[src/rtl/cpu_mem_bridge_if.sv]
`timescale 1ns/1ps
// cpu_mem_bridge_if
// Request/data bundle between the CPU bridge and port 1 of the dual-port
// SRAM arbiter. The bridge is the master: it drives address, strobes and
// write data, and the arbiter returns read data on dout1.
interface cpu_mem_bridge_if;
   logic [18:0] a1;
   logic        oe1_n;
   logic        we1_n;
   logic [7:0]  din1;
   logic [7:0]  dout1;

   modport master (output a1, oe1_n, we1_n, din1, input dout1);
   modport slave  (input a1, oe1_n, we1_n, din1, output dout1);
endinterface

[src/rtl/cpu_mem_bridge.sv]
`timescale 1ns/1ps
// cpu_mem_bridge
// CPU-side stage for port 1 of the 28 MHz dual-port SRAM arbiter. It
// synchronises the asynchronous Z80 MREQ/RD/WR strobes and turns each memory
// stroke into exactly one fixed-length request: a write holds we1_n low for
// WR_CYCLES clocks, and a read holds oe1_n low for RD_CYCLES clocks before
// capturing dout1 into cpu_dout.
//
// Optional feature: define ROM_WRITE_PROTECT_EN to suppress the we1_n pulse
// for writes below 64 KB while rom_wp is high. The write still takes its
// full hold time so the CPU-visible timing is unchanged.
module cpu_mem_bridge #(
   parameter int WR_CYCLES = 6,
   parameter int RD_CYCLES = 7,
   parameter int CNT_W     = 3
) (
   input  logic             clk,
   input  logic             rst,
   input  logic [18:0]      cpu_a,
   input  logic             cpu_mreq_n,
   input  logic             cpu_rd_n,
   input  logic             cpu_wr_n,
   input  logic [7:0]       cpu_din,
   output logic [7:0]       cpu_dout,
   input  logic             rom_wp,
   output logic             busy,
   cpu_mem_bridge_if.master port1
);

   typedef enum logic [1:0] {
      IDLE     = 2'd0,
      WR_HOLD  = 2'd1,
      RD_HOLD  = 2'd2,
      WAIT_REL = 2'd3
   } state_t;

   // Terminal counts; the counter stops at these values and never wraps.
   localparam logic [CNT_W-1:0] WR_LAST = CNT_W'(WR_CYCLES - 1);
   localparam logic [CNT_W-1:0] RD_LAST = CNT_W'(RD_CYCLES - 1);

   state_t           state;
   logic [CNT_W-1:0] cnt;

   logic [1:0] mreq_sync;
   logic [1:0] rd_sync;
   logic [1:0] wr_sync;
   logic       rd_req;
   logic       wr_req;
   logic       wr_blocked;

   // Two-stage synchronisers for the Z80 strobes; idle (high) out of reset.
   always_ff @(posedge clk) begin
      if (rst) begin
         mreq_sync <= 2'b11;
         rd_sync   <= 2'b11;
         wr_sync   <= 2'b11;
      end else begin
         // NOTE: non-blocking so each stage takes the previous stage's old value; blocking would collapse the chain into one flop.
         mreq_sync <= {mreq_sync[0], cpu_mreq_n};
         rd_sync   <= {rd_sync[0],   cpu_rd_n};
         wr_sync   <= {wr_sync[0],   cpu_wr_n};
      end
   end

   assign rd_req = ~mreq_sync[1] & ~rd_sync[1];
   assign wr_req = ~mreq_sync[1] & ~wr_sync[1];

`ifdef ROM_WRITE_PROTECT_EN
   // Writes into the lowest 64 KB are dropped while the ROM is protected.
   assign wr_blocked = rom_wp & (cpu_a[18:16] == 3'b000);
`else
   logic rom_wp_unused;
   assign rom_wp_unused = rom_wp;
   assign wr_blocked    = 1'b0;
`endif

   // Stroke sequencer: one fixed-length arbiter request per CPU stroke.
   always_ff @(posedge clk) begin
      if (rst) begin
         state       <= IDLE;
         cnt         <= '0;
         busy        <= 1'b0;
         cpu_dout    <= 8'hFF;
         port1.a1    <= '0;
         port1.din1  <= '0;
         port1.we1_n <= 1'b1;
         port1.oe1_n <= 1'b1;
      end else begin
         case (state)
            IDLE: begin
               // A write wins if both strobes appear together.
               if (wr_req) begin
                  port1.a1    <= cpu_a;
                  port1.din1  <= cpu_din;
                  port1.we1_n <= wr_blocked;
                  busy        <= 1'b1;
                  cnt         <= '0;
                  state       <= WR_HOLD;
               end else if (rd_req) begin
                  port1.a1    <= cpu_a;
                  port1.oe1_n <= 1'b0;
                  busy        <= 1'b1;
                  cnt         <= '0;
                  state       <= RD_HOLD;
               end
            end

            WR_HOLD: begin
               // Pulse length is fixed, independent of when WR is released.
               if (cnt == WR_LAST) begin
                  port1.we1_n <= 1'b1;
                  cnt         <= '0;
                  state       <= WAIT_REL;
               end else begin
                  cnt <= cnt + 1'b1;
               end
            end

            RD_HOLD: begin
               // dout1 is only valid while oe1_n is low, so capture on the
               // same edge that releases it.
               if (cnt == RD_LAST) begin
                  cpu_dout    <= port1.dout1;
                  port1.oe1_n <= 1'b1;
                  cnt         <= '0;
                  state       <= WAIT_REL;
               end else begin
                  cnt <= cnt + 1'b1;
               end
            end

            WAIT_REL: begin
               // Wait for the CPU to end its stroke so it is not served twice.
               busy <= 1'b0;
               if (!rd_req && !wr_req) begin
                  state <= IDLE;
               end
            end

            default: state <= IDLE;
         endcase
      end
   end

endmodule

[src/flat_wrapper.sv]
// flat-port wrapper written by rule: the top's interface ports become plain ports
module cpu_mem_bridge_flat 
#(
   parameter int WR_CYCLES = 6,
   parameter int RD_CYCLES = 7,
   parameter int CNT_W     = 3
)
  (clk, rst, cpu_a, cpu_mreq_n, cpu_rd_n, cpu_wr_n, cpu_din, cpu_dout, rom_wp, busy, port1_a1, port1_oe1_n, port1_we1_n, port1_din1, port1_dout1);
  cpu_mem_bridge_if port1_i ();
  input  logic clk;
  input  logic rst;
  input  logic [18:0] cpu_a;
  input  logic cpu_mreq_n;
  input  logic cpu_rd_n;
  input  logic cpu_wr_n;
  input  logic [7:0] cpu_din;
  output logic [7:0] cpu_dout;
  input  logic rom_wp;
  output logic busy;
  output wire logic [$bits(port1_i.a1)-1:0] port1_a1;
  output wire logic [$bits(port1_i.oe1_n)-1:0] port1_oe1_n;
  output wire logic [$bits(port1_i.we1_n)-1:0] port1_we1_n;
  output wire logic [$bits(port1_i.din1)-1:0] port1_din1;
  input wire logic [$bits(port1_i.dout1)-1:0] port1_dout1;
  assign port1_a1 = port1_i.a1;
  assign port1_oe1_n = port1_i.oe1_n;
  assign port1_we1_n = port1_i.we1_n;
  assign port1_din1 = port1_i.din1;
  assign port1_i.dout1 = port1_dout1;
  cpu_mem_bridge #(.WR_CYCLES(WR_CYCLES), .RD_CYCLES(RD_CYCLES), .CNT_W(CNT_W)) u_core (.clk(clk), .rst(rst), .cpu_a(cpu_a), .cpu_mreq_n(cpu_mreq_n), .cpu_rd_n(cpu_rd_n), .cpu_wr_n(cpu_wr_n), .cpu_din(cpu_din), .cpu_dout(cpu_dout), .rom_wp(rom_wp), .busy(busy), .port1(port1_i));
endmodule
[config.mk]
export PLATFORM = sky130hd
export DESIGN_NAME = cpu_mem_bridge_flat
export DESIGN_NICKNAME = d
export VERILOG_FILES = /design/src/rtl/cpu_mem_bridge_if.sv /design/src/rtl/cpu_mem_bridge.sv /design/src/flat_wrapper.sv
export SDC_FILE = /design/constraint.sdc
export NUM_CORES = 1
export LEC_CHECK = 0
export ABC_AREA = 1
export CAP_MARGIN = 25
export CORE_ASPECT_RATIO = 0.75
export CORE_MARGIN = 2
export CORE_UTILIZATION = 30
export CTS_CLUSTER_SIZE = 25
export DETAILED_ROUTE_END_ITERATION = 8
export PLACE_DENSITY = 0.59
export RECOVER_POWER = 100
export SKIP_CTS_REPAIR_TIMING = 1
export SLEW_MARGIN = 20
export SYNTH_ARGS = -nofsm -noshare
export SYNTH_HDL_FRONTEND = slang
export SYNTH_SLANG_ARGS = --single-unit
[constraint.sdc]
create_clock -name clk -period 3.6 [get_ports clk]
set_input_delay 0.36 -clock clk [delete_from_list [all_inputs] [get_ports clk]]
set_output_delay 0.36 -clock clk [all_outputs]
set_load 0.02 [all_outputs]
Yosys cells after proc, flatten, opt, wreduce, memory -nomap -nowiden. Index checks and enable logic that the tools add are counted.

Output and inout bits: 38. Input bits: 41. Register bits: 49. Word-level logic and storage cells: 69.

Bitwise operators: 5. Equal/unequal tests: 12. Muxes and demuxes: 23. Add/sub/neg operators: 1. Reduce and logical (&&, ||, !) cells: 17.

Operators by type and width (count): 19-bit 2-to-1 mux (2); 3-bit 2-to-1 mux (4); 2-bit 2-to-1 mux (5); 2-bit by 1-bit != test with 1-bit output (second input constant) (5); 2-bit AND reduction (5); 3-bit one-hot mux with 3 select lines (1); 2-bit one-hot mux with 4 select lines (1); 4-bit AND reduction (2); 2-bit nonzero test (4); 1-bit 2-to-1 mux (7); 3-bit == test (second input constant) (2); 1-bit one-hot mux with 2 select lines (3); 2-bit == test (second input constant) (2); 3-bit by 1-bit adder with 3-bit output (second input constant) (1); 3-bit by 1-bit != test with 1-bit output (second input constant) (1); 1-bit inverter (3); 3-bit AND reduction (1); 3-bit nonzero test (1); 1-bit bitwise AND (2); 2-bit by 1-bit == test with 1-bit output (second input constant) (1); 1-bit zero test (2); 2-bit zero test (1); 2-bit != test (second input constant) (1); 1-bit logical AND (1).

Logic depth before layout (Yosys ltp).
Depth in word-level cells: 6. Gate-level depth with buffers: 9. Gate-level depth less buffers: 8.

Worst setup path after synthesis. No wires, ideal clock.

Path type: reg2reg. Start point: reg u_core.state[0]. End point: reg u_core.port1.oe1_n. Required time: 3485 ps. Setup time: 115 ps. Buffers on the path: 1. Cell stages (with the launch flop): 10. Period minus slack after synthesis: 1347 ps. Arrival: 1232 ps. Setup slack: 2253 ps. Path through: dfxtp_1 > inv_1 > ha_1 > inv_1 > nor2_1 > buf_6 > nor2_1 > nand3_1 > nand2_1 > nand2_1.

Word-level cells in the longest chain between the ends: 3. Elaborated cells on any way between the ends: 8. Those cells by class: eq/ne: 4; mux: 1; reduce/logical: 3.

Ends and longest elaborated chain: start: declaration (RTL line cpu_mem_bridge.sv:41) `state_t state;`; start signal: assignment (RTL line cpu_mem_bridge.sv:80) `state <= IDLE;`; start signal: assignment (RTL line cpu_mem_bridge.sv:98) `state <= WR_HOLD;`; start signal: assignment (RTL line cpu_mem_bridge.sv:104) `state <= RD_HOLD;`; 2-bit == test or 2-bit zero test (tied branches) (RTL line cpu_mem_bridge.sv:89) `case (state)`; 2-bit by 1-bit != test with 1-bit output (no line) (tied with other cells); 4-bit AND reduction (no line); end signal: assignment (RTL line cpu_mem_bridge.sv:87) `port1.oe1_n <= 1'b1;`; end signal: assignment (RTL line cpu_mem_bridge.sv:101) `port1.oe1_n <= 1'b0;`; end signal: assignment (RTL line cpu_mem_bridge.sv:124) `port1.oe1_n <= 1'b1;`; end: declaration (RTL line cpu_mem_bridge_if.sv:13) `modport master (output a1, oe1_n, we1_n, din1, input dout1);`.

Parallel ways exist; a longest one is shown, timed or not. A chain may end at the register's enable or synchronous reset.

==> flow_results.org <==
** Power and ir drop
- The worst-case IR drop observed on VDD is 0.280 mV.
- Tot Pwr :: 1.31 mW
- Pwr/cell area :: about 450 mW/mm²
- Static leakage :: 1.23 nW

** Placed design
- Port buffering added 77 buffers.
- HPWL after detailed placement :: 3230 µm
- RD Place Congestion :: approximately 0.8

** Outcome
- Outcome :: finished, final reports clean

** Timing
- Static timing analysis puts the maximum clock frequency at 446 MHz.
- For the pin with the worst max-slew slack, the measured transition is 0.790 ns.
- The smallest clock period supported by the final layout is computed as 2.24 ns.
- Setup repair after global routing left no endpoint under its margin.
- Final Hold Fails :: 0
- Adding up every negative setup slack in the final design gives 0 ns.
- Measured against its own limit, the worst slew margin works out to 0.473.
- The max-slew violation count was 0.
- Of the available clock period, the critical path in the final layout requires 0.623.
- Setup violations remaining at the end of the flow were counted as 0.
- Clk_skew :: 0.00577 ns

** Die
- In this run the standard cell core region covers 0.00635 mm².
- In this run the core area contains 25 standard-cell rows.
- DIE WIDTH :: 98.0 µm
- Die Footprint :: approximately 0.0073 mm²
- Measured along the y axis, the die boundary spans 74.5 µm.
- Starting Density :: 0.313
- Ports placed on the boundary :: 79

** Finish
- Of the cells placed in the final design, the portion with a size suffix greater than 1 is 0.0813.
- The final layout contains 378 nets.
- Number of diodes added for antenna fixing :: 0
- Highest-count cells in the layout ignoring fill and taps :: nor2_1 (68), dfxtp_1 (49), dlygate4sd3_1 (39), clkdlybuf4s50_1 (38), nand2_1 (36)
- The library cell used most frequently in the layout, excluding fill and tap cells, is nor2_1.
- Area Overhead vs Synth :: 44.8%

** Min path
- Class of the worst hold path :: reg2reg
- Start point of the worst min-delay path :: u_core.mreq_sync[0]$_SDFF_PP1_

** Synthesis
- Synthesis produced a netlist with a net count of ~300.
- Most common flop cell mapped by yosys :: dfxtp_1
- Simple logic cell fraction of the synthesized area :: 0.301
- The compound-gate portion of the synthesized area came to 0.101.
- Mapped cell area :: 0.00199 mm²
- Yosys mapped the design onto 23 distinct sky130hd cell types.
- Number of warnings issued by yosys :: 0
- Share of synthesized area spent on multiplexers :: 0
- Of the total synthesized cell area, the portion taken by full adders, half adders and majority gates is 0.0377.
- After synthesis, the largest family of logic cells by area is simple AND/OR/NAND/NOR gates.
- Synthesis produced a netlist whose cell count is 255.
- Post-Syn Area per Cell :: about 8 µm²
- Of the total synthesized cell area, the portion taken by XOR and XNOR cells is 0.
- Counting flops with an async set or reset pin after synthesis yields a share of 0.
- Seq/Total Area, Yosys :: 0.493
- Yosys mapped a number of flops with a built-in enable equal to 0.
- Synthesis-stage register bit count :: slightly below 50

** Setup path
- Worst path arrival time :: approximately 2.5 ns
- Launching element type of the critical path :: input pin
- STA classifies the critical path endpoint as a register.
- The setup path with the least slack is of type in2reg.
- In this run the critical register-to-register path is launched from u_core.state[0]$_SDFFE_PP0P_.
- Tracing the worst setup path back leads to its startpoint at rst.
- Data on the critical path is required at its endpoint by 3.83 ns.
- Crit path max fanout :: 21

** CTS
- After clock tree synthesis, the clock-pin slew on the worst setup and hold paths is 0.08 ns.
- Total CTS buffers :: 5
- Number of H-tree branching levels :: 2
- Total clock sinks :: 49
- Root buffer cell :: clkbuf_8
- The later pin in the worst-skew pair is clocked with a latency of 0.29 ns.
- Clock tree from TritonCTS :: done
- Maximum buffer depth of the clock tree :: 2

** Routing
- Number of design-rule violations left by the first detailed-router iteration :: 48
- For this block, the routed nets add up to 4360 µm of wire.
- Vias after detailed routing :: 1753
- DRC Markers :: 0
- The first detailed-routing pass ran for 4 iterations.
- Residual antenna-violating net count after detailed routing :: 0
- After detailed routing, the number of vias per cell comes to 4.24.
- Avg WL per Cell :: roughly 11 µm

** GRT
- The first global-routing pass estimated 7340 µm of wire.
- Global routing finished with a remaining overflow of 0.
- Number of antenna violations at the first check in global routing :: 0
- The via count of the first global-routing pass came to 1652.
- Across every metal layer, demand over resource in global routing totals 0.124.
- Entering global routing, the biggest net connects 22 pins.

** Flow run
- Reported max-cap violation count :: 0
worst paths after layout:
path	cells after the start	slack, ns	end
setup / recovery	5	1.36	u_core.port1.a1[9]$_SDFFE_PP0P_
hold / removal	1	0.41	u_core.mreq_sync[1]$_SDFF_PP1_
setup reg to reg	6	1.58	u_core.port1.a1[14]$_SDFFE_PP0P_
hold reg to reg	1	0.41	u_core.mreq_sync[1]$_SDFF_PP1_
cell type report:
type / count / area (µm²)
clock buffers: 6 / 72.6
clock inverters: 2 / 10.0
fillers: 652 / 3470
inverters: 17 / 66.3
multi-input cells: 180 / 876
flip-flops and latches: 49 / 981
well taps: 81 / 101
repair buffers: 78 / 774
worst max-delay path, cell delays in order:
cell           delay [ns]
dlygate4sd3_1        0.66
inv_1                0.44
clkbuf_1             0.66
o21ai_0              0.22
nor2_1               0.12
report_power, final:
group	switching [mW]	internal, mW
sequential	0.0248	0.576
combinational	0.233	0.167
clock	0.170	0.135
flip-flops by register name (all words and copies together) (netlist names), 2 cells and up:
name               cells
u_core.rd_sync         2
u_core.port1.din1      8
u_core.cpu_dout        8
u_core.port1.a1       19
u_core.state           2
u_core.cnt             3
u_core.wr_sync         2
u_core.mreq_sync       2
logic make-up (layout without fill, tap and decap cells):
kind of cell / Yosys count / in the layout
adder cells (fa/ha/maj): 6 / 6
buffers and inverters: 26 / 103
AO/OA/AOI/OAI: 39 / 39
AND/OR/NAND/NOR: 135 / 135
flip-flops: 49 / 49
synth_stat cells, types with 2 or more instances:
cell,count,area [µm²]
a21oi_1,9,45.0
buf_6,4,45.0
clkbuf_1,3,11.3
dfxtp_1,49,981
ha_1,6,75.1
inv_1,12,45.0
inv_2,4,15.0
nand2_1,36,135
nand2_2,3,18.8
nand2_4,2,22.5
nand3_1,16,80.1
nor2_1,68,255
nor2_4,2,22.5
o21ai_0,24,120
o21ai_1,4,20.0
or2_2,6,37.5
per-stage QoR:
stage / instance area (µm²) / hold slack, ns / cells / utilization / setup slack (ns)
after floorplan: 1990 / 0.389 / 255 / - / 2.25
after detailed placement: 2800 / 0.392 / 405 / 0.441 / 1.50
after CTS: 2890 / 0.413 / 413 / 0.454 / 1.66
final: 2880 / 0.411 / 413 / 0.454 / 1.36
after global routing: 2880 / 0.425 / 413 / 0.454 / 1.06
after global placement: 2800 / 0.391 / 405 / 0.441 / 1.52
routing by layer:
layer  routed length, µm  share of wire  up-vias  global-route usage
met4                  40         0.0092        0              0.0324
met2                1760           0.40       45               0.199
met3                 322          0.074        5              0.0442
met1                2240           0.51      746               0.162
li1                    -              -      957                   -
met5                   0              0        -                   0
(Power assumes the default switching activity.)
